**src/rtl/serial_sub_pkg.sv**
```systemverilog
// Shared definitions for the serial subtractor: FSM state encoding and the
// digit-counter width helper.
package serial_sub_pkg;

  localparam logic [1:0] ST_IDLE = 2'd0;
  localparam logic [1:0] ST_RUN  = 2'd1;
  localparam logic [1:0] ST_DONE = 2'd2;

  typedef enum logic [1:0] {
    StIdle = ST_IDLE,
    StRun  = ST_RUN,
    StDone = ST_DONE
  } state_e;

  // Counter width for k digits; at least one bit so K == 1 still has a counter.
  function automatic int unsigned cnt_width(input int unsigned k);
    return (k > 1) ? $clog2(k) : 1;
  endfunction

endpackage

```
**src/rtl/digit_sub.sv**
```systemverilog
// Combinational DIGIT-bit subtractor: x - y - bi as a borrow-ripple chain of
// full-subtractor cells. d is the digit difference, bo the borrow-out.
module digit_sub #(
  parameter int unsigned DIGIT = 1
) (
  input  logic [DIGIT-1:0] x,
  input  logic [DIGIT-1:0] y,
  input  logic             bi,
  output logic [DIGIT-1:0] d,
  output logic             bo
);

  logic [DIGIT:0] br;

  assign br[0] = bi;

  for (genvar i = 0; i < DIGIT; i++) begin : g_cell
    assign d[i]    = x[i] ^ y[i] ^ br[i];
    // Borrow when x < y, or when x == y and a borrow ripples in.
    assign br[i+1] = (~x[i] & y[i]) | (~(x[i] ^ y[i]) & br[i]);
  end

  assign bo = br[DIGIT];

endmodule

```
**src/rtl/serial_sub.sv**
```systemverilog
// Multi-cycle subtractor: df = a - b - bin over WIDTH bits, DIGIT bits per
// clock, LSB digit first. Start/done handshake; outputs are registered.
// Optional build macro SERIAL_SUB_SAT_EN: clamp df to 0 on final borrow.
// DIGIT must divide WIDTH.
module serial_sub
  import serial_sub_pkg::*;
#(
  parameter int unsigned WIDTH = 8,
  parameter int unsigned DIGIT = 1
) (
  input  logic             clk,
  input  logic             rst,
  input  logic             start,
  input  logic [WIDTH-1:0] a,
  input  logic [WIDTH-1:0] b,
  input  logic             bin,
  output logic             busy,
  output logic             done,
  output logic [WIDTH-1:0] df,
  output logic             bw
);

  localparam int unsigned K     = WIDTH / DIGIT;
  localparam int unsigned CNT_W = cnt_width(K);
  localparam logic [CNT_W-1:0] LAST = CNT_W'(K - 1);

  state_e           state_q, state_d;
  logic [WIDTH-1:0] a_q, a_d;
  logic [WIDTH-1:0] b_q, b_d;
  logic             borrow_q, borrow_d;
  logic [CNT_W-1:0] cnt_q, cnt_d;
  logic [WIDTH-1:0] res_q, res_d;
  logic [WIDTH-1:0] df_q, df_d;
  logic             bw_q, bw_d;

  logic [DIGIT-1:0] dig_d;
  logic             dig_bo;
  logic [WIDTH-1:0] res_shift;
  logic             accept;
  logic             last;

  // Operands are shifted right each digit, so the current digit is always
  // the low DIGIT bits and the result fills in from the top.
  digit_sub #(
    .DIGIT(DIGIT)
  ) u_digit_sub (
    .x (a_q[DIGIT-1:0]),
    .y (b_q[DIGIT-1:0]),
    .bi(borrow_q),
    .d (dig_d),
    .bo(dig_bo)
  );

  assign res_shift = (res_q >> DIGIT) | (WIDTH'(dig_d) << (WIDTH - DIGIT));
  assign accept    = start && (state_q == StIdle || state_q == StDone);
  assign last      = (cnt_q == LAST);

  // State and datapath registers, synchronous reset.
  always_ff @(posedge clk) begin
    if (rst) begin
      state_q  <= StIdle;
      a_q      <= '0;
      b_q      <= '0;
      borrow_q <= 1'b0;
      cnt_q    <= '0;
      res_q    <= '0;
      df_q     <= '0;
      bw_q     <= 1'b0;
    end else begin
      state_q  <= state_d;
      a_q      <= a_d;
      b_q      <= b_d;
      borrow_q <= borrow_d;
      cnt_q    <= cnt_d;
      res_q    <= res_d;
      df_q     <= df_d;
      bw_q     <= bw_d;
    end
  end

  // Next-state logic: DONE accepts a new start just like IDLE.
  always_comb begin
    state_d = state_q;
    unique case (state_q)
      StIdle, StDone: state_d = start ? StRun : StIdle;
      StRun:          if (last) state_d = StDone;
      default:        state_d = StIdle;
    endcase
  end

  // Datapath next-state: latch on accept, one digit per RUN cycle, publish on the last digit.
  always_comb begin
    a_d      = a_q;
    b_d      = b_q;
    borrow_d = borrow_q;
    cnt_d    = cnt_q;
    res_d    = res_q;
    df_d     = df_q;
    bw_d     = bw_q;
    if (accept) begin
      a_d      = a;
      b_d      = b;
      borrow_d = bin;
      cnt_d    = '0;
    end else if (state_q == StRun) begin
      a_d      = a_q >> DIGIT;
      b_d      = b_q >> DIGIT;
      borrow_d = dig_bo;
      cnt_d    = cnt_q + 1'b1;
      res_d    = res_shift;
      if (last) begin
        bw_d = dig_bo;
`ifdef SERIAL_SUB_SAT_EN
        df_d = dig_bo ? '0 : res_shift;
`else
        df_d = res_shift;
`endif
      end
    end
  end

  // Outputs decoded from registered state only.
  always_comb begin
    busy = (state_q == StRun);
    done = (state_q == StDone);
  end

  assign df = df_q;
  assign bw = bw_q;

endmodule

```
**config.mk**
```make
export PLATFORM = sky130hd
export DESIGN_NAME = serial_sub
export DESIGN_NICKNAME = d
export VERILOG_FILES = /design/src/rtl/serial_sub_pkg.sv /design/src/rtl/digit_sub.sv /design/src/rtl/serial_sub.sv
export SDC_FILE = /design/constraint.sdc
export NUM_CORES = 1
export LEC_CHECK = 0
export CAP_MARGIN = 20
export CORE_UTILIZATION = 40
export CTS_BUF_LIST = sky130_fd_sc_hd__clkbuf_8
export CTS_CLUSTER_SIZE = 12
export DETAILED_ROUTE_END_ITERATION = 10
export GPL_TIMING_DRIVEN = 1
export PLACE_DENSITY = 0.74
export RECOVER_POWER = 25
export SETUP_SLACK_MARGIN = 0.15
export SYNTH_ARGS = -nofsm -noshare
export SYNTH_HDL_FRONTEND = slang
export SYNTH_SLANG_ARGS = --single-unit
```
**constraint.sdc**
```tcl
create_clock -name clk -period 3.4 [get_ports clk]
set_input_delay 0.68 -clock clk [delete_from_list [all_inputs] [get_ports clk]]
set_output_delay 0.68 -clock clk [all_outputs]
set_load 0.01 [all_outputs]
```
==> summary.txt, run 1 <==
Run status
  – Status: finished clean

Power
  – Combinational share of power: 0.102
  – Internal: 0.000827 W
  – Clk pwr share: 0.444
  – Psw: between 0.0002 and 0.00025 W
  – VDD IR max: approximately 0.21 mV
  – Sw Share: 0.214
  – PD cells: 536 nW/um^2
  – LEAKAGE: 0.687 nW
  – Share of power burned in registers: 0.454

STA
  – Hold slack: roughly 450 ps
  – Fin crit share: 0.683
  – Post-route setup TNS: 0 ps
  – Slew headroom: 0.360
  – Unrepaired setup endpoints after global routing: no
  – Final number of hold-violating endpoints: 0
  – Post-layout min period: around 2300 ps
  – Slew Limit Fails: 0
  – Final Setup Violations: 0
  – Achievable Freq: 431 MHz
  – Worst slew pin tran: 959 ps
  – Clock Skews: a little over 5 ps

CTS
  – Resize count post-CTS: 0
  – # hold bufs at CTS: 0
  – Worst skew pair latency: 290 ps
  – Post-CTS Setup Bufs: 0
  – CTS tree: done
  – CTS Buffer Depth: 2
  – CTS root buffer: clkbuf_8
  – Reg clk slew, reported paths: approximately 70 ps
  – CTS Buf Count: 5
  – Htree depth: 2
  – Sink Count: 38

Drt
  – First drt pass iteration count: 4
  – Residual DRC: 0
  – Vias per inst: 5.16
  – Initial DRC count: 65
  – Total wire length: 3130 microns
  – Final antenna-violating net count: 0
  – Avg WL per Cell: about 12 microns
  – Routed via count: 1305

Synthesis
  – Yosys cell types: 26
  – Register area share after synthesis: 0.496
  – Synth Instances: 180
  – Yosys reg bits: 38
  – Post-synth ARST share: 0
  – Post-Syn Area: 1540 sq um
  – Avg Inst Size Synth: 8.53 sq um
  – Post-Syn Nets: 203
  – YS warnings: 0
  – Ys flop type: dfxtp_1
  – EDFF count, synth: 0

Setup path
  – Critical Path Max Stage Delay: 590 ps
  – Arr. time, crit path: 1640 ps
  – Flop-to-flop setup slack: 1720 ps
  – Critical path launch point type: flip-flop
  – Slowest CP cell: clkdlybuf4s50_1
  – Cell Chain, Critical Path: nand2b_1 > clkinv_4 > clkdlybuf4s50_1
  – Worst Setup End Kind: primary output
  – Crit path required time: 2720 ps
  – WS Path Type: flip-flop to primary output
  – Critical-path maximum fanout: 37

Cells and area
  – Final Non-Filler Cells: between 200 and 300
  – Area of the multi-input gates: 668 sq um
  – FF/Latch Area: 761 sq um
  – Fillcell total: 347
  – Most common cell after layout, fill and taps aside: nand2_1
  – Most frequent cells in the layout: 44 x nand2_1, 38 x dfxtp_1, 27 x clkdlybuf4s50_1
  – Layout cells sized above 1: 0.0537
  – Fin nets: 227
  – Ant. Diodes: 0
  – Area growth syn-to-layout: 27.9%

Placement
  – Final GP Congestion: 0.713
  – DP HPWL: between 1500 and 2000 microns
  – Number of port buffers: 30
  – Dpl cells: between 200 and 250

GRT
  – Initial antenna violation count: 0
  – Largest net degree at the start of global routing: 38
  – Remaining Overflow, GRT: 0
  – Global-route wire length before repair: 5440 microns
  – Vias in the first global route: 1231
  – GR Util All Layers: 0.176

Floorplan
  – Row count: 22
  – Core footprint: 3660 sq um
  – Die Ht: 64.0 microns
  – Die Wd: 64.0 microns
  – Initial Util: 0.419
  – DIE AREA: between 4000 and 5000 sq um
  – Ports: 31

Run
  – Maxcap violations: 0

Min path
  – Hold WC Path Type: flip-flop to flip-flop
==> critical path: cells and delay by family (launching register included) <==
kind                   cells  cell delay [ps]
and+or+nand+nor            1              130
buffers and inverters      2              820
DFF                        1              380
==> power groups by stage <==
stage,Combinational [W],Clock [W],Sequential (W)
floorplan,0.0000767,0,0.000485
global placement,0.000104,0,0.000488
detailed placement,0.000106,0,0.000487
CTS,0.000108,0.000478,0.000477
global route,0.000117,0.000498,0.000480
finish,0.000107,0.000467,0.000477
==> path summary, 6_finish.rpt <==
path                            startpoint  endpoint  depth (start not counted)
worst max-delay path            state_q[0]      busy                          3
worst min-delay path                 df[4]     df[4]                          2
worst max register to register    cnt_q[0]     df[1]                          5
worst min register to register       df[4]     df[4]                          2
==> sequential cells by signal, summed over array words and instances (netlist names) <==
register,count
borrow_q,1
cnt_q,3
state_q,2
b_q,8
bw,1
df,8
res_q,7
a_q,8
==> routing by layer <==
layer | vias to the layer above | wire length [microns] | track usage
met5 | - | 0 | 0
met1 | 614 | 1520 | 0.220
met2 | 22 | 1440 | 0.274
met3 | 6 | 111 | 0.0536
met4 | 0 | 63 | 0.0852
li1 | 663 | - | -
==> stage by stage <==
stage / worst slack [ps] / utilization / instance area [sq um] / total power, W
5_1_grt: 973 / 0.536 / 1960 / 0.00110
3_3_place_gp: 1180 / 0.497 / 1820 / 0.000592
6_report: 1080 / 0.536 / 1960 / 0.00105
4_1_cts: 1070 / 0.536 / 1960 / 0.00106
3_5_place_dp: 1130 / 0.497 / 1820 / 0.000593
2_1_floorplan: 1910 / - / 1540 / 0.000561
==> synth_stat cells, types with 2 or more instances <==
cell type | count | area (sq um)
a311oi_1 | 12 | 105
buf_2 | 6 | 30.0
a21oi_1 | 19 | 95.1
inv_1 | 2 | 7.51
nor2b_1 | 2 | 12.5
nand2b_1 | 2 | 12.5
dfxtp_1 | 38 | 761
mux2i_1 | 4 | 40.0
a22oi_1 | 2 | 15.0
nand3_1 | 11 | 55.1
ha_1 | 2 | 25.0
buf_4 | 2 | 15.0
nor2_1 | 13 | 48.8
nand2_1 | 44 | 165
clkbuf_1 | 4 | 15.0
nor3_1 | 7 | 35.0
==> area by class of cell <==
type | instances | share of cell area
Multi-Input combinational cell | 124 | 0.340
Sequential cell | 38 | 0.388
Clock inverter | 2 | 0.0306
Tap cell | 48 | 0.0306
Timing Repair Buffer | 32 | 0.161
Inverter | 3 | 0.00829
Clock buffer | 6 | 0.0421
==> kinds of logic after synthesis <==
kind of cell             after synthesis  synth area share
AND/OR/NAND/NOR                       80             0.219
flip-flops                            38             0.496
AO/OA/AOI/OAI                         36             0.155
adder cells (fa/ha/maj)                3            0.0293
multiplexers                           4            0.0261
buffers and inverters                 18            0.0693
XOR/XNOR                               1           0.00571
(Power assumes the default switching activity.)
==> run 2: changes to the inputs <==
Settings changed: PLACE_DENSITY 0.74 to 0.76.
Clock period 3.4 ns to 1.9 ns, I/O delays scaled along.
==> run 2 against run 1 <==
  * Routed wire length is 0.83% higher
  * Flip-flop and latch count did not move
  * Non-clock buffer count is 4 higher
  * Critical endpoint is now a_q[1]
  * Highest routed layer unchanged
==> summary.txt, run 2 (same netlist as run 1, synthesis figures left out) <==
Cells and area
  – Area of the multi-input gates: 676 sq um (was 668 sq um)
  – Fin nets: 231 (was 227)
  – Fillcell total: 335 (was 347)
  – FF/Latch Area: 762 sq um (was 761 sq um)
  – Most frequent cells in the layout: 44 x nand2_1, 37 x dfxtp_1, 28 x clkdlybuf4s50_1 (was 44 x nand2_1, 38 x dfxtp_1, 27 x clkdlybuf4s50_1)
  – Final Non-Filler Cells: 257 (was 253)
  – Area growth syn-to-layout: 27.8% (was 27.9%)
  – Most common cell after layout, fill and taps aside: nand2_1 (unchanged)
  – Ant. Diodes: 0 (unchanged)
  – Layout cells sized above 1: 0.0718 (was 0.0537)
  – Finished Cell Area: 1960 sq um (about the same)

Floorplan
  – Initial Util: 0.419 (unchanged)
  – Die Ht: 64.0 microns (unchanged)
  – Row count: 22 (unchanged)
  – Die Wd: 64.0 microns (unchanged)
  – Core footprint: 3660 sq um (unchanged)
  – Ports: 31 (unchanged)
  – DIE AREA: 4090 sq um (unchanged)

STA
  – Slew Limit Fails: 0 (unchanged)
  – Clock Skews: 3.88 ps (was 5.19 ps)
  – Unrepaired setup endpoints after global routing: no (unchanged)
  – Final Setup Violations: 0 (unchanged)
  – Worst slew pin tran: 716 ps (was 959 ps)
  – Achievable Freq: 630 MHz
  – Hold slack: 453 ps (was 452 ps)
  – Fin crit share: 0.835
  – Final number of hold-violating endpoints: 0 (unchanged)
  – Post-route setup TNS: 0 ps (unchanged)
  – Post-layout min period: 1590 ps
  – Slew headroom: 0.523 (was 0.360)

CTS
  – CTS Buf Count: 5 (unchanged)
  – CTS tree: done (unchanged)
  – Htree depth: 2 (unchanged)
  – Sink Count: 38 (unchanged)
  – Reg clk slew, reported paths: 70 ps (about the same)
  – CTS root buffer: clkbuf_8 (unchanged)
  – CTS Buffer Depth: 2 (unchanged)
  – Worst skew pair latency: 290 ps (about the same)

Power
  – Total Power: 0.00162 W (was 0.00105 W)
  – LEAKAGE: 0.718 nW (was 0.687 nW)
  – VDD IR max: 0.311 mV (was 0.209 mV)
  – PD cells: 825 nW/um^2 (was 536 nW/um^2)

Setup path
  – CP bufs+invs: 2 (unchanged)
  – Critical Path Max Stage Delay: 560 ps (was 590 ps)
  – Crit path required time: 2100 ps (was 2720 ps)
  – WS Path Type: flip-flop to flip-flop (was flip-flop to primary output)
  – Critical-path maximum fanout: 36 (was 37)
  – Slowest CP cell: clkbuf_2 (was clkdlybuf4s50_1)
  – CP delay by family, top: buffers and inverters (unchanged)
  – Cell Chain, Critical Path: nand2b_4 > clkinv_4 > clkbuf_2 > nand2_1 > a311oi_1 (was nand2b_1 > clkinv_4 > clkdlybuf4s50_1)
  – Critical path launch point type: flip-flop (unchanged)
  – Arr. time, crit path: 1780 ps (was 1640 ps)
  – Worst Setup End Kind: flip-flop (was primary output)

Drt
  – Met2 WL: 1460 microns (was 1440 microns)
  – Vias per inst: 5.07 (was 5.16)
  – Final antenna-violating net count: 0 (unchanged)
  – Residual DRC: 0 (unchanged)
  – M1 WL: 1500 microns (was 1520 microns)
  – Met3 WL: 152 microns (was 111 microns)
  – Total wire length: 3150 microns (was 3130 microns)
  – Max Used Layer: met4 (unchanged)
  – Avg WL per Cell: 12.3 microns (was 12.4 microns)
  – Routed via count: 1304 (was 1305)
  – Initial DRC count: 66 (was 65)
  – First drt pass iteration count: 4 (unchanged)

GRT
  – Largest net degree at the start of global routing: 39 (was 38)
  – GR Util All Layers: 0.166 (was 0.176)
  – Vias in the first global route: 1165 (was 1231)
  – Remaining Overflow, GRT: 0 (unchanged)
  – Initial antenna violation count: 0 (unchanged)
  – Global-route wire length before repair: 5200 microns (was 5440 microns)

Placement
  – Number of port buffers: 30 (unchanged)
  – DP HPWL: 2010 microns (was 1940 microns)
  – Dpl cells: 249 (was 245)
  – Final GP Congestion: 0.737 (was 0.713)
  – Dpl cell area: 1860 sq um (was 1820 sq um)

Run status
  – Status: finished clean (unchanged)

Run
  – Maxcap violations: 0 (unchanged)

Min path
  – Hold WC Path Type: flip-flop to flip-flop (unchanged)
[run 2: power by group]
part           internal (W)  switching (W)
registers          0.000834      0.0000223
clock network      0.000287       0.000275
logic             0.0000954       0.000105
total               0.00122       0.000402
[run 2: timing repair]
action | in CTS | in global routing
endpoints found under the setup margin | 1 | 2
buffers inserted | 0 | 0
hold endpoints to repair | 0 | 0
hold buffers | 0 | 0
gates resized for setup | 2 | 2
[run 2: area by class of cell]
cell class | count | share of cell area
clock buffers | 6 | 0.0421
clock inverters | 2 | 0.00446
inverters | 3 | 0.00829
multi-input cells | 124 | 0.344
flip-flops and latches | 38 | 0.388
well taps | 48 | 0.0306
repair buffers | 36 | 0.182
[run 2: final timing paths]
path | startpoint | end | slack [ps] | depth (start not counted)
max | state_q[1] | a_q[1] | 310 | 5
min | df[3] | df[3] | 450 | 2
max reg2reg | state_q[1] | a_q[1] | 310 | 5
min reg2reg | df[3] | df[3] | 450 | 2
[run 2: tightest hold or removal path: stages (launching register included)]
cell and delay (ps):
dfxtp_1 310, nand2_1 50, a21oi_1 50
[run 2: routing by layer]
metal | vias to the layer above | track usage
met5 | - | 0
met4 | 0 | 0.0767
met1 | 598 | 0.200
met3 | 5 | 0.0571
li1 | 670 | -
met2 | 31 | 0.262
[run 2: through the flow]
stage / utilization / setup WS (ps)
finish: 0.536 / 313
global route: 0.536 / 158
CTS: 0.536 / 178
detailed placement: 0.509 / 329
global placement: 0.509 / 330
floorplan: - / 681
==> run 3: changes to the inputs <==
Clock period 1.9 ns to 1.3 ns, I/O delays scaled along.
==> run 3 against run 2 <==
  * Routed wire length grew 24%
  * Cell area up 12%
  * Critical path type unchanged
  * Global-route usage grew 1.2 points
  * Highest routed layer unchanged
  * Via count increased by 9.8%
  * Clock-buffer cell count is 1 lower
  * Flip-flop and latch count unchanged
  * Power grew 49%
  * Largest power group unchanged
  * Clock power grew 30%
  * Sequential power is 47% higher
==> summary.txt, run 3 (same netlist as run 1, synthesis figures left out) <==
STA
  – Worst slew pin tran: 248 ps (was 716 ps)
  – Post-route setup TNS: 0 ps (unchanged)
  – Unrepaired setup endpoints after global routing: yes (was no)
  – Achievable Freq: 816 MHz (was 630 MHz)
  – Clock Skews: 5.51 ps (was 3.88 ps)
  – Post-layout min period: 1220 ps (was 1590 ps)
  – Slew Limit Fails: 0 (unchanged)
  – Slew headroom: 0.833 (was 0.523)
  – Worst Slack Setup Final: 75.2 ps (was 313 ps)
  – Fin crit share: 0.942 (was 0.835)
  – Final Setup Violations: 0 (unchanged)
  – Final number of hold-violating endpoints: 0 (unchanged)

Placement
  – DP HPWL: 2110 microns (was 2010 microns)
  – Number of port buffers: 30 (unchanged)
  – Setup WS pre-CTS: -136 ps (was 329 ps)
  – Final GP Congestion: 0.682 (was 0.737)

Setup path
  – CP delay by family, top: buffers and inverters (unchanged)
  – Worst reg2reg endpoint: borrow_q (was a_q[1])
  – R2R depth: 5 (unchanged)
  – Critical-path maximum fanout: 4 (was 36)
  – Worst path depth: 5 (unchanged)
  – WS Path Type: flip-flop to flip-flop (unchanged)
  – Slowest CP cell: dfxtp_4 (was clkbuf_2)
  – Critical path launch point type: flip-flop (unchanged)
  – Flop-to-flop setup slack: 80 ps (was 310 ps)
  – CP bufs+invs: 2 (unchanged)
  – Critical Path Max Stage Delay: 370 ps (was 560 ps)
  – Cell Chain, Critical Path: buf_6 > nor2b_4 > clkdlybuf4s25_1 > a2bb2oi_1 > a21oi_1 (was nand2b_4 > clkinv_4 > clkbuf_2 > nand2_1 > a311oi_1)
  – R2r startpoint: state_q[0] (was state_q[1])
  – Worst Setup End Kind: flip-flop (unchanged)
  – Crit path required time: 1510 ps (was 2100 ps)
  – Arr. time, crit path: 1440 ps (was 1780 ps)

Drt
  – Residual DRC: 0 (unchanged)
  – Final antenna-violating net count: 0 (unchanged)
  – Total wire length: 3920 microns (was 3150 microns)
  – Vias per inst: 5.30 (was 5.07)
  – Routed via count: 1432 (was 1304)
  – Avg WL per Cell: 14.5 microns (was 12.3 microns)
  – First drt pass iteration count: 5 (was 4)
  – Initial DRC count: 124 (was 66)

Run status
  – Status: finished clean (unchanged)

Floorplan
  – Core footprint: 3660 sq um (unchanged)
  – DIE AREA: 4090 sq um (unchanged)
  – Die Wd: 64.0 microns (unchanged)
  – Initial Util: 0.419 (unchanged)
  – Die Ht: 64.0 microns (unchanged)
  – Row count: 22 (unchanged)
  – Ports: 31 (unchanged)

CTS
  – CTS tree: done (unchanged)
  – Worst skew pair latency: 280 ps (was 290 ps)
  – CTS Buffer Depth: 2 (unchanged)
  – Sink Count: 38 (unchanged)
  – CTS Buf Count: 5 (unchanged)
  – # hold bufs at CTS: 0 (unchanged)
  – CTS root buffer: clkbuf_8 (unchanged)
  – Reg clk slew, reported paths: 70 ps (about the same)
  – Htree depth: 2 (unchanged)

Run
  – Maxcap violations: 0 (unchanged)

Cells and area
  – Core Util, Final: 0.601 (was 0.536)
  – Most frequent cells in the layout: 40 x nand2_1, 32 x dfxtp_1, 19 x a21oi_1 (was 44 x nand2_1, 37 x dfxtp_1, 28 x clkdlybuf4s50_1)
  – Most common cell after layout, fill and taps aside: nand2_1 (unchanged)
  – Ant. Diodes: 0 (unchanged)
  – Area growth syn-to-layout: 43.4% (was 27.8%)
  – Layout cells sized above 1: 0.216 (was 0.0718)
  – Fin nets: 245 (was 231)

Power
  – Internal: 0.00180 W (was 0.00122 W)
  – Share of power burned in registers: 0.524 (was 0.529)
  – Combinational share of power: 0.172 (was 0.124)
  – VDD IR max: 0.523 mV (was 0.311 mV)
  – LEAKAGE: 0.795 nW (was 0.718 nW)
  – Clk pwr share: 0.305 (was 0.347)
  – Sw Share: 0.253 (was 0.248)
  – PD cells: 1090 nW/um^2 (was 825 nW/um^2)
  – Total Power: 0.00240 W (was 0.00162 W)
  – Psw: 0.000608 W (was 0.000402 W)

GRT
  – GR Util All Layers: 0.178 (was 0.166)
  – Vias in the first global route: 1253 (was 1165)
  – Remaining Overflow, GRT: 0 (unchanged)
  – Largest net degree at the start of global routing: 39 (unchanged)
  – Initial antenna violation count: 0 (unchanged)
  – Global-route wire length before repair: 5560 microns (was 5200 microns)

Min path
  – Hold Crit Endpoint: df[6] (was df[3])
  – Min-Delay Path Depth: 2 (unchanged)
  – Hold Startpoint: df[6] (was df[3])
  – Hold WC Path Type: flip-flop to flip-flop (unchanged)
==> run 3: power by group through the flow <==
stage | Clock (W) | Sequential [W] | Combinational, W
after CTS | 0.000738 | 0.00125 | 0.000331
after detailed placement | 0 | 0.00127 | 0.000318
after global placement | 0 | 0.00127 | 0.000316
after global routing | 0.000810 | 0.00126 | 0.000445
final | 0.000732 | 0.00126 | 0.000413
after floorplan | 0 | 0.00127 | 0.000201
==> run 3: worst min-delay path: stages (launching register included) <==
cell and delay [ps]:
dfxtp_1 320, nand2_2 50, a21oi_1 50
==> run 3: how the worst max path moves through the flow <==
| stage | startpoint | endpoint | slack [ps] |
|---|---|---|---|
| after CTS | state_q[1] | busy | 100 |
| after global placement | start | a_q[7] | -120 |
| after detailed placement | start | a_q[7] | -140 |
| after global routing | state_q[1] | a_q[6] | -10 |
| final | state_q[0] | borrow_q | 80 |
| after floorplan | cnt_q[0] | df[0] | 160 |
==> run 3: repair_timing <==
item                                    4_1_cts  5_1_grt
gates cloned                                  1        6
resized for setup                            38       36
setup buffers                                 2        1
pin swaps                                     2       15
endpoints found under the setup margin       46       45
==> run 3: through the flow <==
stage | instances | hold slack, ps | area (sq um)
6_report | 270 | 456 | 2200
5_1_grt | 270 | 478 | 2200
4_1_cts | 263 | 455 | 2060
3_5_place_dp | 253 | 449 | 1920
3_3_place_gp | 253 | 443 | 1920
2_1_floorplan | 180 | 434 | 1540
==> run 3: final cells by class <==
cell class / instances / area (sq um)
Inverter: 3 / 18.8
Tap cell: 48 / 60.1
Timing Repair Buffer: 50 / 526
Clock inverter: 2 / 7.51
Fill cell: 305 / 1460
Sequential cell: 38 / 771
Multi-Input combinational cell: 124 / 749
Clock buffer: 5 / 68.8
==> run 3: metal layers <==
layer / part of all wire / routed length, microns / global-route usage / vias up
met4: 0.00051 / 2 / 0.0938 / 0
met2: 0.51 / 1990 / 0.291 / 47
met3: 0.053 / 207 / 0.0411 / 2
met1: 0.44 / 1720 / 0.215 / 680
met5: 0 / 0 / 0 / -
li1: - / - / - / 703
